**config.mk**
```make
export PLATFORM = sky130hd
export DESIGN_NAME = fifo_stream_reader
export DESIGN_NICKNAME = d
export VERILOG_FILES = /design/src/rtl/fifo_pkg.sv /design/src/rtl/skid_buffer.sv /design/src/rtl/fifo_stream_reader.sv
export SDC_FILE = /design/constraint.sdc
export NUM_CORES = 1
export LEC_CHECK = 0
export ABC_CLOCK_PERIOD_IN_PS = 1600
export BUFFER_PORTS_ARGS = -buffer_cell sky130_fd_sc_hd__buf_2
export CAP_MARGIN = 20
export CORE_ASPECT_RATIO = 1.1
export CORE_MARGIN = 2
export CORE_UTILIZATION = 50
export DETAILED_ROUTE_END_ITERATION = 7
export GPL_ROUTABILITY_DRIVEN = 0
export HOLD_SLACK_MARGIN = 0.03
export PLACE_DENSITY_LB_ADDON = 0.05
export REMOVE_ABC_BUFFERS = 1
export SLEW_MARGIN = 20
export SYNTH_ARGS = -nofsm -noshare
export SYNTH_HDL_FRONTEND = slang
export SYNTH_SLANG_ARGS = --single-unit
export TNS_END_PERCENT = 30
```
**constraint.sdc**
```tcl
create_clock -name clk -period 1.6 [get_ports clk]
set_input_delay 0.24 -clock clk [delete_from_list [all_inputs] [get_ports clk]]
set_output_delay 0.24 -clock clk [all_outputs]
set_load 0.05 [all_outputs]
```
**src/rtl/fifo_pkg.sv**
```systemverilog
`default_nettype none
// fifo_pkg: types shared by the 8-deep byte FIFO, its writer and the stream reader.
package fifo_pkg;

  localparam int DATA_W = 8;

  typedef logic [DATA_W-1:0] byte_t;

  typedef enum logic [1:0] {
    IDLE  = 2'd0,
    RUN   = 2'd1,
    DRAIN = 2'd2
  } reader_state_t;

endpackage
`default_nettype wire

```
**src/rtl/skid_buffer.sv**
```systemverilog
`default_nettype none
// skid_buffer: small circular buffer with occupancy count; push and pop may coincide.
module skid_buffer #(
  parameter int DEPTH = 3,
  parameter int W     = 8
) (
  input  logic                       clk,
  input  logic                       rst,
  input  logic                       push,
  input  logic [W-1:0]               push_data,
  input  logic                       pop,
  output logic [W-1:0]               head,
  output logic [$clog2(DEPTH+1)-1:0] occ
);

  localparam int PTR_W = $clog2(DEPTH);
  localparam int OCC_W = $clog2(DEPTH + 1);
  localparam logic [PTR_W-1:0] LAST_PTR = PTR_W'(DEPTH - 1);

  logic [W-1:0]     mem [DEPTH];
  logic [PTR_W-1:0] wr_ptr;
  logic [PTR_W-1:0] rd_ptr;

  // DEPTH need not be a power of two, so wrap explicitly.
  function automatic logic [PTR_W-1:0] next_ptr(input logic [PTR_W-1:0] p);
    return (p == LAST_PTR) ? '0 : p + PTR_W'(1);
  endfunction

  always_ff @(posedge clk) begin
    if (rst) begin
      wr_ptr <= '0;
      rd_ptr <= '0;
      occ    <= '0;
      for (int i = 0; i < DEPTH; i++) begin
        mem[i] <= '0;
      end
    end else begin
      if (push) begin
        mem[wr_ptr] <= push_data;
        wr_ptr      <= next_ptr(wr_ptr);
      end
      if (pop) begin
        rd_ptr <= next_ptr(rd_ptr);
      end
      if (push && !pop) begin
        occ <= occ + OCC_W'(1);
      end else if (pop && !push) begin
        occ <= occ - OCC_W'(1);
      end
    end
  end

  assign head = mem[rd_ptr];

endmodule
`default_nettype wire

```
**src/rtl/fifo_stream_reader.sv**
```systemverilog
`default_nettype none
// fifo_stream_reader: drains the byte FIFO into a valid/ready stream through a credit-checked skid buffer.
module fifo_stream_reader #(
  parameter int DATA_W     = 8,
  parameter int SKID_DEPTH = 3,
  parameter int CNT_W      = 16
) (
  input  logic              clk,
  input  logic              rst,
  input  logic              enable,
  input  logic              fifo_empty,
  output logic              fifo_r_en,
  input  logic [DATA_W-1:0] fifo_d_out,
  output logic              m_valid,
  input  logic              m_ready,
  output logic [DATA_W-1:0] m_data,
  output logic              busy,
  output logic [CNT_W-1:0]  byte_count
);

  import fifo_pkg::*;

  localparam int OCC_W = $clog2(SKID_DEPTH + 1);
  localparam logic [OCC_W:0] DEPTH_LIMIT = (OCC_W + 1)'(SKID_DEPTH);

  reader_state_t    state;
  logic             inflight;
  logic             pop;
  logic [OCC_W-1:0] occ;
  logic [OCC_W:0]   pending;

  // Credit counts the byte already requested but not yet captured, so m_ready never reaches fifo_r_en.
  assign pending   = {1'b0, occ} + {{OCC_W{1'b0}}, inflight};
  assign fifo_r_en = !rst && enable && !fifo_empty && (pending < DEPTH_LIMIT) && (state != DRAIN);

  assign m_valid = (occ != '0);
  assign pop     = m_valid && m_ready;
  assign busy    = inflight || m_valid;

  skid_buffer #(
    .DEPTH (SKID_DEPTH),
    .W     (DATA_W)
  ) u_skid (
    .clk       (clk),
    .rst       (rst),
    .push      (inflight),
    .push_data (fifo_d_out),
    .pop       (pop),
    .head      (m_data),
    .occ       (occ)
  );

  always_ff @(posedge clk) begin
    if (rst) begin
      state      <= IDLE;
      inflight   <= 1'b0;
      byte_count <= '0;
    end else begin
      inflight <= fifo_r_en;
      if (pop) begin
        byte_count <= byte_count + CNT_W'(1);
      end
      case (state)
        IDLE: begin
          if (enable) state <= RUN;
        end
        RUN: begin
          if (!enable) state <= busy ? DRAIN : IDLE;
        end
        DRAIN: begin
          if (enable) begin
            state <= RUN;
          end else if (!busy) begin
            state <= IDLE;
          end
        end
        default: state <= IDLE;
      endcase
    end
  end

endmodule
`default_nettype wire

```
==> results of run 1 <==
## cell families after synthesis
| logic type | count (synthesis) | synth area share, % |
|---|---|---|
| adder cells (fa/ha/maj) | 4 | 1.98 |
| XOR/XNOR | 15 | 5.19 |
| flip-flops | 59 | 59.3 |
| multiplexers | 12 | 8.79 |
| AO/OA/AOI/OAI | 13 | 3.06 |
| buffers and inverters | 13 | 2.03 |
| AND/OR/NAND/NOR | 90 | 19.7 |
## cells in the final DEF, fill, tap and decap left out, drive strengths merged, types with 2 or more instances in the layout
master,n
a21oi,6
and2,16
and3,10
buf,63
bufinv,4
clkbuf,9
clkinvlp,2
dfxtp,27
edfxtp,32
ha,4
inv,5
mux2,2
mux2i,2
mux4,8
nand2,7
nand2b,2
nand3,5
nand4,2
nor2,24
nor2b,2
nor3,6
nor4,6
o21ai,3
or2,5
or3,2
xnor2,11
xor2,4
## power by group through the flow
| stage | Sequential [mW] | Combinational, mW | Clock [mW] |
|---|---|---|---|
| after floorplan | 1.85 | 0.625 | 0 |
| after global placement | 1.77 | 0.974 | 0 |
| after detailed placement | 1.78 | 0.994 | 0 |
| after CTS | 1.77 | 1.14 | 1.82 |
| after global routing | 1.80 | 1.28 | 1.89 |
| final | 1.78 | 1.20 | 1.79 |
## timing repair
action / CTS / global route
hold endpoints to repair: 0 / 0
endpoints found under the setup margin: 10 / 34
resized for setup: 30 / 14
buffers inserted: 0 / 1
pin swaps: 4 / 5
## cells in the mapped netlist, types with 2 or more instances
library cell,number
nor3_1,6
nor4_1,5
edfxtp_1,32
inv_1,5
dfxtp_1,27
buf_2,2
ha_1,4
or3_1,2
mux2i_1,2
nor2_1,24
and3_1,10
and2_1,16
a21oi_1,6
o21ai_0,2
mux4_2,8
xor2_1,4
or2_2,3
mux2_2,2
nand3_1,5
nand2b_1,2
xnor2_1,11
nor2b_1,2
nand2_1,7
clkbuf_1,5
## metal layers
| layer | share of wire, % | vias up | wire length, microns |
|---|---|---|---|
| li1 | - | 874 | - |
| met1 | 40 | 854 | 2090 |
| met2 | 54 | 42 | 2840 |
| met3 | 4.3 | 6 | 224 |
| met4 | 1.2 | 0 | 63 |
| met5 | 0 | - | 0 |
## final timing paths
check	start	to	cells after the start
max	inflight	fifo_r_en	6
min	enable	state[1]	2
max reg2reg	byte_count[0]	byte_count[14]	5
min reg2reg	state[1]	state[0]	1
## sequential cells by signal (all words and copies together), names as in the netlist, named ones only
| register | count |
|---|---|
| byte_count | 16 |
| inflight | 1 |
| state | 2 |
| u_skid.mem | 32 |
| u_skid.occ | 2 |
| u_skid.rd_ptr | 2 |
| u_skid.wr_ptr | 2 |
## critical path, delay by kind of cell, from the launching register on
kind            cells  cell delay (ps)
compound gates      1               60
flops               1              340
buf+inv             1              240
simple gates        2              320
fa+ha+maj           2              360
## area by class of cell
class / count / share of cell area (%)
timing repair buffer: 63 / 13.7
tap: 58 / 2.14
clock inverter: 7 / 4.13
clock buffer: 9 / 3.65
inverter: 5 / 0.552
multi-input combinational: 134 / 31.3
sequential: 59 / 44.6
==> load_flow_metrics.sql, run 1 <==
INSERT INTO impl_metrics (metric_group, metric, value, unit) VALUES
('global_routing', 'global_route.peak_usage_layer', 'met2', ''),
('pwr', 'totalPowerFinal', '4.77', 'mW'),
('logic_synthesis', 'avgSynthCellArea', '12.3', 'sq um'),
('logic_synthesis', 'synth-warning-count', '0', ''),
('critical_path', 'worst_setup_path_end_kind', 'output pin', ''),
('final_layout', 'layout.filler_cells', '377', ''),
('final_layout', 'layout-area-overhead-vs-synth', '34.1', '%'),
('global_routing', 'grt.overflow.total', '0', ''),
('detailed_routing', 'drc', '0', ''),
('final_layout', 'final_nets', '289', ''),
('timing', 'grt_setup_unrepaired', 'yes', ''),
('critical_path', 'critPathMaxFanout', '2', ''),
('final_layout', 'multi_input_area', '0.00106', 'sq mm'),
('job', 'max_cap_viol_count', '0', ''),
('global_routing', 'grt_pass1_vias', '1772', ''),
('logic_synthesis', 'synth-edff-count', '32', ''),
('timing', 'finalMaxSlewViolations', '0', ''),
('timing', 'clk_skew', '5.19', 'ps'),
('final_layout', 'antenna-diode-count', '0', ''),
('status', 'status', 'complete, but fails checks', ''),
('final_layout', 'drive_above_1_share', '40.4', '%'),
('final_layout', 'finalCoreUtilization', '68.9', '%'),
('timing', 'fin_tns_setup', '-1340', 'ps'),
('timing', 'layout_min_cycle_time', '1900', 'ps'),
('pwr', 'power.share.combinational', '25.2', '%'),
('critical_path', 'worstPathArrival', '1660', 'ps'),
('detailed_routing', 'drt_pass1_iterations', '4', ''),
('timing', 'fmax', '527', 'MHz'),
('global_routing', 'gr-usage-met2', '34.8', '%'),
('critical_path', 'critical_path.startpoint_type', 'flop', ''),
('pwr', 'share_seq_of_total_power', '37.4', '%'),
('status', 'violations', 'setup timing', ''),
('timing', 'final_critical_path_setup_slack', '-296', 'ps'),
('critical_path', 'timing.critical_path.slowest_stage_cell', 'dfxtp_2', ''),
('clock_tree', 'clock_root_cell', 'clkbuf_8', ''),
('clock_tree', 'largest_buffer_count_on_any_clock_path', '2', ''),
('timing', 'final_hold_viol_count', '0', ''),
('logic_synthesis', 'synth.lib_cells_used.distinct', '38', ''),
('timing', 'final-setup-viol-count', '10', ''),
('logic_synthesis', 'synthCells', '206', ''),
('placed_design', 'dp_slack', '-102', 'ps'),
('clock_tree', 'cts_buffers', '9', ''),
('pwr', 'switching_share', '29.0', '%'),
('clock_tree', 'cts_max_level', '3', ''),
('logic_synthesis', 'dominantRegCellSynth', 'edfxtp_1', ''),
('clock_tree', 'clock_tree_from_tritoncts', 'yes', ''),
('pwr', 'leakage', '1.39', 'nW'),
('die', 'initial_core_util', '51.3', '%'),
('logic_synthesis', 'synth.ff_latch_count', '59', ''),
('pwr', 'clock_power_share', '37.5', '%'),
('pwr', 'switching_power', '1.38', 'mW'),
('final_layout', 'final_design_area_no_fill', '0.00340', 'sq mm'),
('global_routing', 'total_global_route_track_usage', '19.7', '%'),
('final_layout', 'instances_no_fill', '335', ''),
('placed_design', 'postPlaceCellArea', '0.00297', 'sq mm'),
('detailed_routing', 'wl_per_cell', '15.6', 'microns'),
('timing', 'layout_worst_path_cycle_share', '118', '%'),
('critical_path', 'timing.critical_path.slowest_cell_delay', '340', 'ps'),
('die', 'die_boundary_height', '78.6', 'microns'),
('global_routing', 'grt_max_degree', '15', ''),
('detailed_routing', 'antenna_left', '0', ''),
('critical_path', 'critical_path_class', 'reg2out', ''),
('timing', 'fin_worst_hold_slack', '89.6', 'ps'),
('die', 'die_outline_area', '0.00565', 'sq mm'),
('logic_synthesis', 'yosysSeqAreaShare', '59.3', '%'),
('global_routing', 'grt_util_met1', '22.0', '%'),
('pwr', 'power-per-cell-area', '1410', 'mW/mm^2'),
('timing', 'maxSlewHeadroom', '73.2', '%'),
('global_routing', 'grt.met3_usage', '6.29', '%'),
('die', 'core_region_area', '0.00493', 'sq mm'),
('critical_path', 'critical_path_required', '1360', 'ps');
Note: power is estimated with default switching activity, not from simulation.
==> run 2: changes to the inputs <==
Settings changed: SKIP_LAST_GASP set to 1.
==> run 2 against run 1 <==
Against the previous run: the run still ends with setup timing left; sequential power barely moved; worst hold slack got worse by 12 ps; clock skew barely moved; first-iteration DRC count rose by 3.5%; sequential share of layout area rose by 0.49 points; cell area fell by 1.6%; cell count did not move; critical path type unchanged; largest power group unchanged.
==> load_flow_metrics.sql, run 2 (synthesis results as in run 1) <==
INSERT INTO impl_metrics (metric_group, metric, value, unit) VALUES
('global_routing', 'grt_pass1_vias', '1758', ''),
('critical_path', 'r2r_cells', '5', ''),
('timing', 'fin_tns_setup', '-1430', 'ps'),
('final_layout', 'most-common-layout-cells', 'edfxtp_1, buf_2, nor2_1, dfxtp_1, buf_4', ''),
('final_layout', 'layout-area-overhead-vs-synth', '32.0', '%'),
('placed_design', 'postPlaceCellArea', '0.00297', 'sq mm'),
('final_layout', 'seqCellArea', '0.00151', 'sq mm'),
('status', 'status', 'complete, but fails checks', ''),
('critical_path', 'critical_path_required', '1360', 'ps'),
('global_routing', 'total_global_route_track_usage', '19.8', '%'),
('clock_tree', 'clock_root_cell', 'clkbuf_8', ''),
('timing', 'finalMaxSlewViolations', '0', ''),
('timing', 'layout_worst_path_cycle_share', '119', '%'),
('critical_path', 'critical_path_class', 'reg2out', ''),
('final_layout', 'reg.largest.list', 'u_skid.mem: 32 flops, byte_count: 16 flops', ''),
('final_layout', 'final_design_area_no_fill', '0.00334', 'sq mm'),
('die', 'die_outline_area', '0.00565', 'sq mm'),
('global_routing', 'grt.overflow.total', '0', ''),
('clock_tree', 'cts_max_level', '3', ''),
('timing', 'final_critical_path_setup_slack', '-301', 'ps'),
('placed_design', 'dpl.hpwl', '3.59', 'mm'),
('detailed_routing', 'drc', '0', ''),
('detailed_routing', 'wl_per_cell', '15.4', 'microns'),
('min_path', 'worstHoldEndpoint', 'state[1]', ''),
('timing', 'fmax', '526', 'MHz'),
('min_path', 'hp-class', 'in2reg', ''),
('pwr', 'power-per-cell-area', '1410', 'mW/mm^2'),
('die', 'io_pins', '40', ''),
('timing', 'fin_worst_hold_slack', '77.5', 'ps'),
('pwr', 'leakage', '1.38', 'nW'),
('detailed_routing', 'route.final.wire_length', '5.15', 'mm'),
('timing', 'final-setup-viol-count', '10', ''),
('clock_tree', 'cts_buffers', '9', ''),
('final_layout', 'flip_flop_count_of_the_largest_register_after_layout', '32', ''),
('final_layout', 'antenna-diode-count', '0', ''),
('pwr', 'totalPowerFinal', '4.70', 'mW'),
('clock_tree', 'cts.clk_slew.worst_paths', '70', 'ps'),
('global_routing', 'grt_first_pass_wirelength', '8.18', 'mm'),
('critical_path', 'worstReg2RegStart', 'byte_count[1]', ''),
('timing', 'final_hold_viol_count', '0', ''),
('critical_path', 'critical_path.startpoint_type', 'flop', ''),
('die', 'core_region_area', '0.00493', 'sq mm'),
('detailed_routing', 'antenna_left', '0', ''),
('final_layout', 'final_common_cell', 'edfxtp_1', ''),
('placed_design', 'placement.io_buffers', '39', ''),
('placed_design', 'dp_slack', '-102', 'ps'),
('critical_path', 'setup.reg_to_reg.worst_slack', '20', 'ps'),
('detailed_routing', 'drt_pass1_iterations', '4', ''),
('timing', 'maxSlewHeadroom', '66.9', '%'),
('final_layout', 'multi_input_area', '0.00102', 'sq mm'),
('clock_tree', 'clock_tree_from_tritoncts', 'yes', ''),
('timing', 'grt_setup_unrepaired', 'yes', ''),
('critical_path', 'critPathMaxFanout', '2', ''),
('detailed_routing', 'detailroute.via_count', '1790', ''),
('detailed_routing', 'post_drt_via_cell_ratio', '5.34', ''),
('die', 'die_boundary_height', '78.6', 'microns'),
('timing', 'layout_min_cycle_time', '1900', 'ps'),
('clock_tree', 'largest_buffer_count_on_any_clock_path', '2', ''),
('clock_tree', 'clock-sinks', '59', ''),
('detailed_routing', 'drt_iter0_markers', '117', ''),
('die', 'initial_core_util', '51.3', '%'),
('global_routing', 'grt_max_degree', '15', ''),
('final_layout', 'drive_above_1_share', '37.9', '%'),
('die', 'placement_rows', '27', ''),
('timing', 'clk_skew', '5.50', 'ps'),
('status', 'violations', 'setup timing', ''),
('job', 'max_cap_viol_count', '0', ''),
('critical_path', 'worstPathArrival', '1660', 'ps'),
('pwr', 'ir_drop', '0.872', 'mV'),
('critical_path', 'reg_to_reg_endpoint', 'byte_count[14]', ''),
('die', 'die_width', '71.9', 'microns'),
('clock_tree', 'clock_latency_on_the_worst_skew_pair', '340', 'ps'),
('min_path', 'holdCritStartpoint', 'enable', ''),
('global_routing', 'initial_antenna_violation_count', '0', ''),
('final_layout', 'layout.filler_cells', '378', ''),
('critical_path', 'worst_setup_path_end_kind', 'output pin', ''),
('final_layout', 'registers.top_by_ff_count', 'u_skid.mem', ''),
('timing', 'tightestPinTransition', '496', 'ps'),
('final_layout', 'final_nets', '289', ''),
('min_path', 'hold-path-cell-count', '2', '');
## run 2: layer usage
| layer | vias up | track usage, % | part of all wire, % | routed length (microns) |
|---|---|---|---|---|
| met5 | - | 0 | 0 | 0 |
| met3 | 10 | 4.24 | 4.2 | 216 |
| li1 | 877 | - | - | - |
| met1 | 858 | 21.9 | 40 | 2050 |
| met2 | 45 | 35.0 | 54 | 2770 |
| met4 | 0 | 10.6 | 2.0 | 102 |
## run 2: critical path, cell delays in order (launching register included)
cell and delay (ps):
dfxtp_2 340, ha_4 160, ha_4 200, nand2_2 60
o21ai_2 60, nor4_2 250, buf_4 240
## run 2: worst max-delay path by stage
stage	startpoint	to	slack, ps
3_5_place_dp	inflight	fifo_r_en	-100
2_1_floorplan	inflight	fifo_r_en	-1110
5_1_grt	inflight	fifo_r_en	-410
4_1_cts	u_skid.occ[0]	fifo_r_en	-330
6_report	inflight	fifo_r_en	-300
3_3_place_gp	inflight	fifo_r_en	-40
## run 2: layout make-up
class                      count  share of cell area (%)
clock buffer                   9                    3.71
timing repair buffer          63                    13.7
inverter                       5                   0.561
tap                           58                    2.17
clock inverter                 7                    4.19
sequential                    59                    45.1
multi-input combinational    134                    30.6
## run 2: metrics by stage
stage,util (%),std cells
floorplan,-,198
global placement,60.1,318
detailed placement,60.1,318
CTS,66.5,334
global route,67.8,335
finish,67.8,335
## run 2: timing repair
action,in CTS,in global routing
gates cloned,0,0
resized for setup,14,24
setup buffers,0,1
hold buffers,0,0
setup endpoints to repair,10,34
pin swaps,4,4
## run 2: power breakdown
part,switching [mW],internal [mW]
logic,0.670,0.463
registers,0.0766,1.69
clock network,0.613,1.19
total,1.36,3.34
==> run 3: changes to the inputs <==
Settings changed: ABC_AREA set to 1, MAX_ROUTING_LAYER set to met4.
==> run 3 against run 2 <==
Against the previous run: the run still ends with setup timing left; critical path type unchanged; setup slack worse by 76 ps; clock power is 28% lower; largest power group is now sequential cells; critical endpoint unchanged; largest cell class unchanged; non-clock buffer count fell by 7; utilization down 2.0 points; sequential share of layout area up 0.94 points.
==> load_flow_metrics.sql, run 3 <==
INSERT INTO impl_metrics (metric_group, metric, value, unit) VALUES
('detailed_routing', 'drt_iter0_markers', '93', ''),
('clock_tree', 'cts_max_level', '3', ''),
('timing', 'fin_tns_setup', '-444', 'ps'),
('die', 'initial_core_util', '51.6', '%'),
('placed_design', 'placement.io_buffers', '39', ''),
('pwr', 'leakage', '1.39', 'nW'),
('critical_path', 'critical_path_required', '1360', 'ps'),
('timing', 'final_critical_path_setup_slack', '-378', 'ps'),
('die', 'die_outline_area', '0.00575', 'sq mm'),
('die', 'core_region_area', '0.00500', 'sq mm'),
('placed_design', 'postPlaceCellArea', '0.00294', 'sq mm'),
('logic_synthesis', 'synthArstFlopShare', '0', '%'),
('final_layout', 'final_design_area_no_fill', '0.00329', 'sq mm'),
('timing', 'final-setup-viol-count', '7', ''),
('logic_synthesis', 'yosys.cell_count.top_type', 'nor2_1', ''),
('pwr', 'power-per-cell-area', '1410', 'mW/mm^2'),
('placed_design', 'dp_cells', '390', ''),
('critical_path', 'worstPathArrival', '1740', 'ps'),
('timing', 'layout_min_cycle_time', '1980', 'ps'),
('final_layout', 'final_nets', '363', ''),
('timing', 'final_hold_viol_count', '0', ''),
('logic_synthesis', 'synthCells', '284', ''),
('timing', 'maxSlewHeadroom', '73.8', '%'),
('global_routing', 'total_global_route_track_usage', '21.9', '%'),
('critical_path', 'critical_path.startpoint_type', 'flop', ''),
('final_layout', 'flip_flop_count_of_the_largest_register_after_layout', '32', ''),
('detailed_routing', 'detailroute.via_count', '2084', ''),
('die', 'die_boundary_height', '79.3', 'microns'),
('global_routing', 'grt_max_degree', '22', ''),
('logic_synthesis', 'synth-edff-count', '32', ''),
('final_layout', 'most-common-layout-cells', 'nor2_1, inv_1, buf_2, edfxtp_1, nand2_1', ''),
('die', 'placement_rows', '27', ''),
('job', 'max_cap_viol_count', '0', ''),
('min_path', 'hp-class', 'in2reg', ''),
('logic_synthesis', 'synth-warning-count', '0', ''),
('logic_synthesis', 'synth_top_cells_by_area', 'edfxtp_1, dfxtp_1, nor2_1, inv_1, o21ai_0', ''),
('clock_tree', 'clock_latency_on_the_worst_skew_pair', '340', 'ps'),
('detailed_routing', 'route.final.wire_length', '5.55', 'mm'),
('logic_synthesis', 'netlist_top_cells_count', 'nor2_1, inv_1, edfxtp_1', ''),
('clock_tree', 'cts_buffers', '9', ''),
('final_layout', 'instances_no_fill', '409', ''),
('logic_synthesis', 'yosysTopAreaCell', 'edfxtp_1', ''),
('final_layout', 'finalCoreUtilization', '65.8', '%'),
('placed_design', 'dpl.hpwl', '3.64', 'mm'),
('final_layout', 'final_common_cell', 'nor2_1', ''),
('timing', 'finalMaxSlewViolations', '0', ''),
('global_routing', 'grt_pass1_vias', '2050', ''),
('die', 'io_pins', '40', ''),
('final_layout', 'layout-area-overhead-vs-synth', '27.5', '%'),
('logic_synthesis', 'avgSynthCellArea', '9.08', 'sq um'),
('clock_tree', 'clock_root_cell', 'clkbuf_8', ''),
('timing', 'clk_skew', '8.01', 'ps'),
('die', 'die_width', '72.5', 'microns'),
('logic_synthesis', 'mappedNetlistArea', '0.00258', 'sq mm'),
('timing', 'fin_worst_hold_slack', '83.3', 'ps'),
('final_layout', 'drive_above_1_share', '26.8', '%'),
('pwr', 'ir_drop', '0.865', 'mV'),
('timing', 'fmax', '506', 'MHz'),
('detailed_routing', 'post_drt_via_cell_ratio', '5.10', ''),
('detailed_routing', 'wl_per_cell', '13.6', 'microns'),
('detailed_routing', 'drc', '0', ''),
('critical_path', 'critPathMaxFanout', '2', ''),
('status', 'status', 'complete, but fails checks', ''),
('global_routing', 'grt_first_pass_wirelength', '9.27', 'mm'),
('timing', 'layout_worst_path_cycle_share', '124', '%'),
('timing', 'tightestPinTransition', '384', 'ps'),
('final_layout', 'antenna-diode-count', '0', ''),
('detailed_routing', 'drt_pass1_iterations', '4', ''),
('global_routing', 'grt.overflow.total', '0', ''),
('timing', 'grt_setup_unrepaired', 'yes', ''),
('clock_tree', 'largest_buffer_count_on_any_clock_path', '2', ''),
('logic_synthesis', 'synth.ff_latch_count', '59', ''),
('status', 'violations', 'setup timing', ''),
('critical_path', 'worst_setup_path_end_kind', 'output pin', ''),
('detailed_routing', 'antenna_left', '0', ''),
('logic_synthesis', 'synth_top_area_share', '37.3', '%'),
('global_routing', 'initial_antenna_violation_count', '0', ''),
('final_layout', 'reg.largest.list', 'u_skid.mem: 32 flops, byte_count: 16 flops', ''),
('logic_synthesis', 'dominantRegCellSynth', 'edfxtp_1', ''),
('logic_synthesis', 'yosysSeqAreaShare', '58.2', '%'),
('clock_tree', 'clock-sinks', '59', ''),
('clock_tree', 'cts.clk_slew.worst_paths', '70', 'ps'),
('clock_tree', 'post_cts_hold_buffer_count', '0', ''),
('clock_tree', 'clock_tree_from_tritoncts', 'yes', ''),
('critical_path', 'critical_path_class', 'reg2out', ''),
('final_layout', 'registers.top_by_ff_count', 'u_skid.mem', ''),
('logic_synthesis', 'synth.lib_cells_used.distinct', '27', '');
==> run 3: cell types whose count changed after synthesis, sizes merged, moves of 10 or more <==
cell,previous run,this run
and2,16,0
and3,10,0
inv,5,37
nand2,7,29
nor2,24,72
o21ai,3,28
xnor2,11,0
==> run 3: cell type report <==
cell class	instances	area, sq um
fill	444	1710
sequential	59	1510
multi-input combinational	183	1000
tap	58	72.6
timing repair buffer	56	374
clock inverter	6	56.3
inverter	37	141
clock buffer	10	128
==> run 3: final timing paths <==
check | slack, ps | endpoint | cells after the start | from
worst max-delay path | -380 | fifo_r_en | 6 | inflight
worst min-delay path | 80 | u_skid.mem[3][4] | 1 | fifo_d_out[4]
worst max register to register | 160 | u_skid.occ[1] | 7 | u_skid.occ[0]
worst min register to register | 500 | byte_count[5] | 2 | byte_count[5]
==> run 3: timing repair <==
item	4_1_cts	5_1_grt
setup buffers	1	1
hold endpoints to repair	0	0
endpoints found under the setup margin	10	10
gates resized for setup	17	27
cloned	1	0
pin swaps	1	5
==> run 3: cell families after synthesis <==
family,count (synthesis),synth area share [%]
and+or+nand+nor,119,19.9
buffers and inverters,42,6.31
xor gates and xnor gates,2,0.679
DFF,59,58.2
adders and majority gates,4,1.94
AOI/OAI and AO/OA,58,13.0
==> run 3: critical path: stages (launching register included) <==
cell and delay, ps:
dfxtp_2 340, ha_4 160, ha_4 210, nand2_4 60
nand3_4 70, a2111oi_4 340, buf_6 210
==> run 3: power breakdown <==
| group | internal [mW] | total (mW) | switching, mW | leakage [nW] |
|---|---|---|---|---|
| Sequential | 1.71 | 1.81 | 0.0998 | 0.542 |
| Clock | 0.705 | 1.29 | 0.583 | 0.0951 |
| Combinational | 0.509 | 1.53 | 1.02 | 0.755 |
| Total | 2.92 | 4.63 | 1.70 | 1.39 |
==> run 3: per-stage QoR <==
stage	total power, mW	setup slack [ps]
6_report	4.63	-378
4_1_cts	4.47	-414
3_3_place_gp	3.10	-85.1
3_5_place_dp	3.12	-145
5_1_grt	4.83	-419
2_1_floorplan	2.75	-1960
==> run 3: routing by layer <==
layer | global-route usage (%) | up-vias | part of all wire (%)
met3 | 5.46 | 8 | 4.1
met4 | 8.89 | 0 | 1.5
met1 | 25.7 | 963 | 44
li1 | - | 1079 | -
met5 | - | - | 0
met2 | 36.1 | 34 | 50
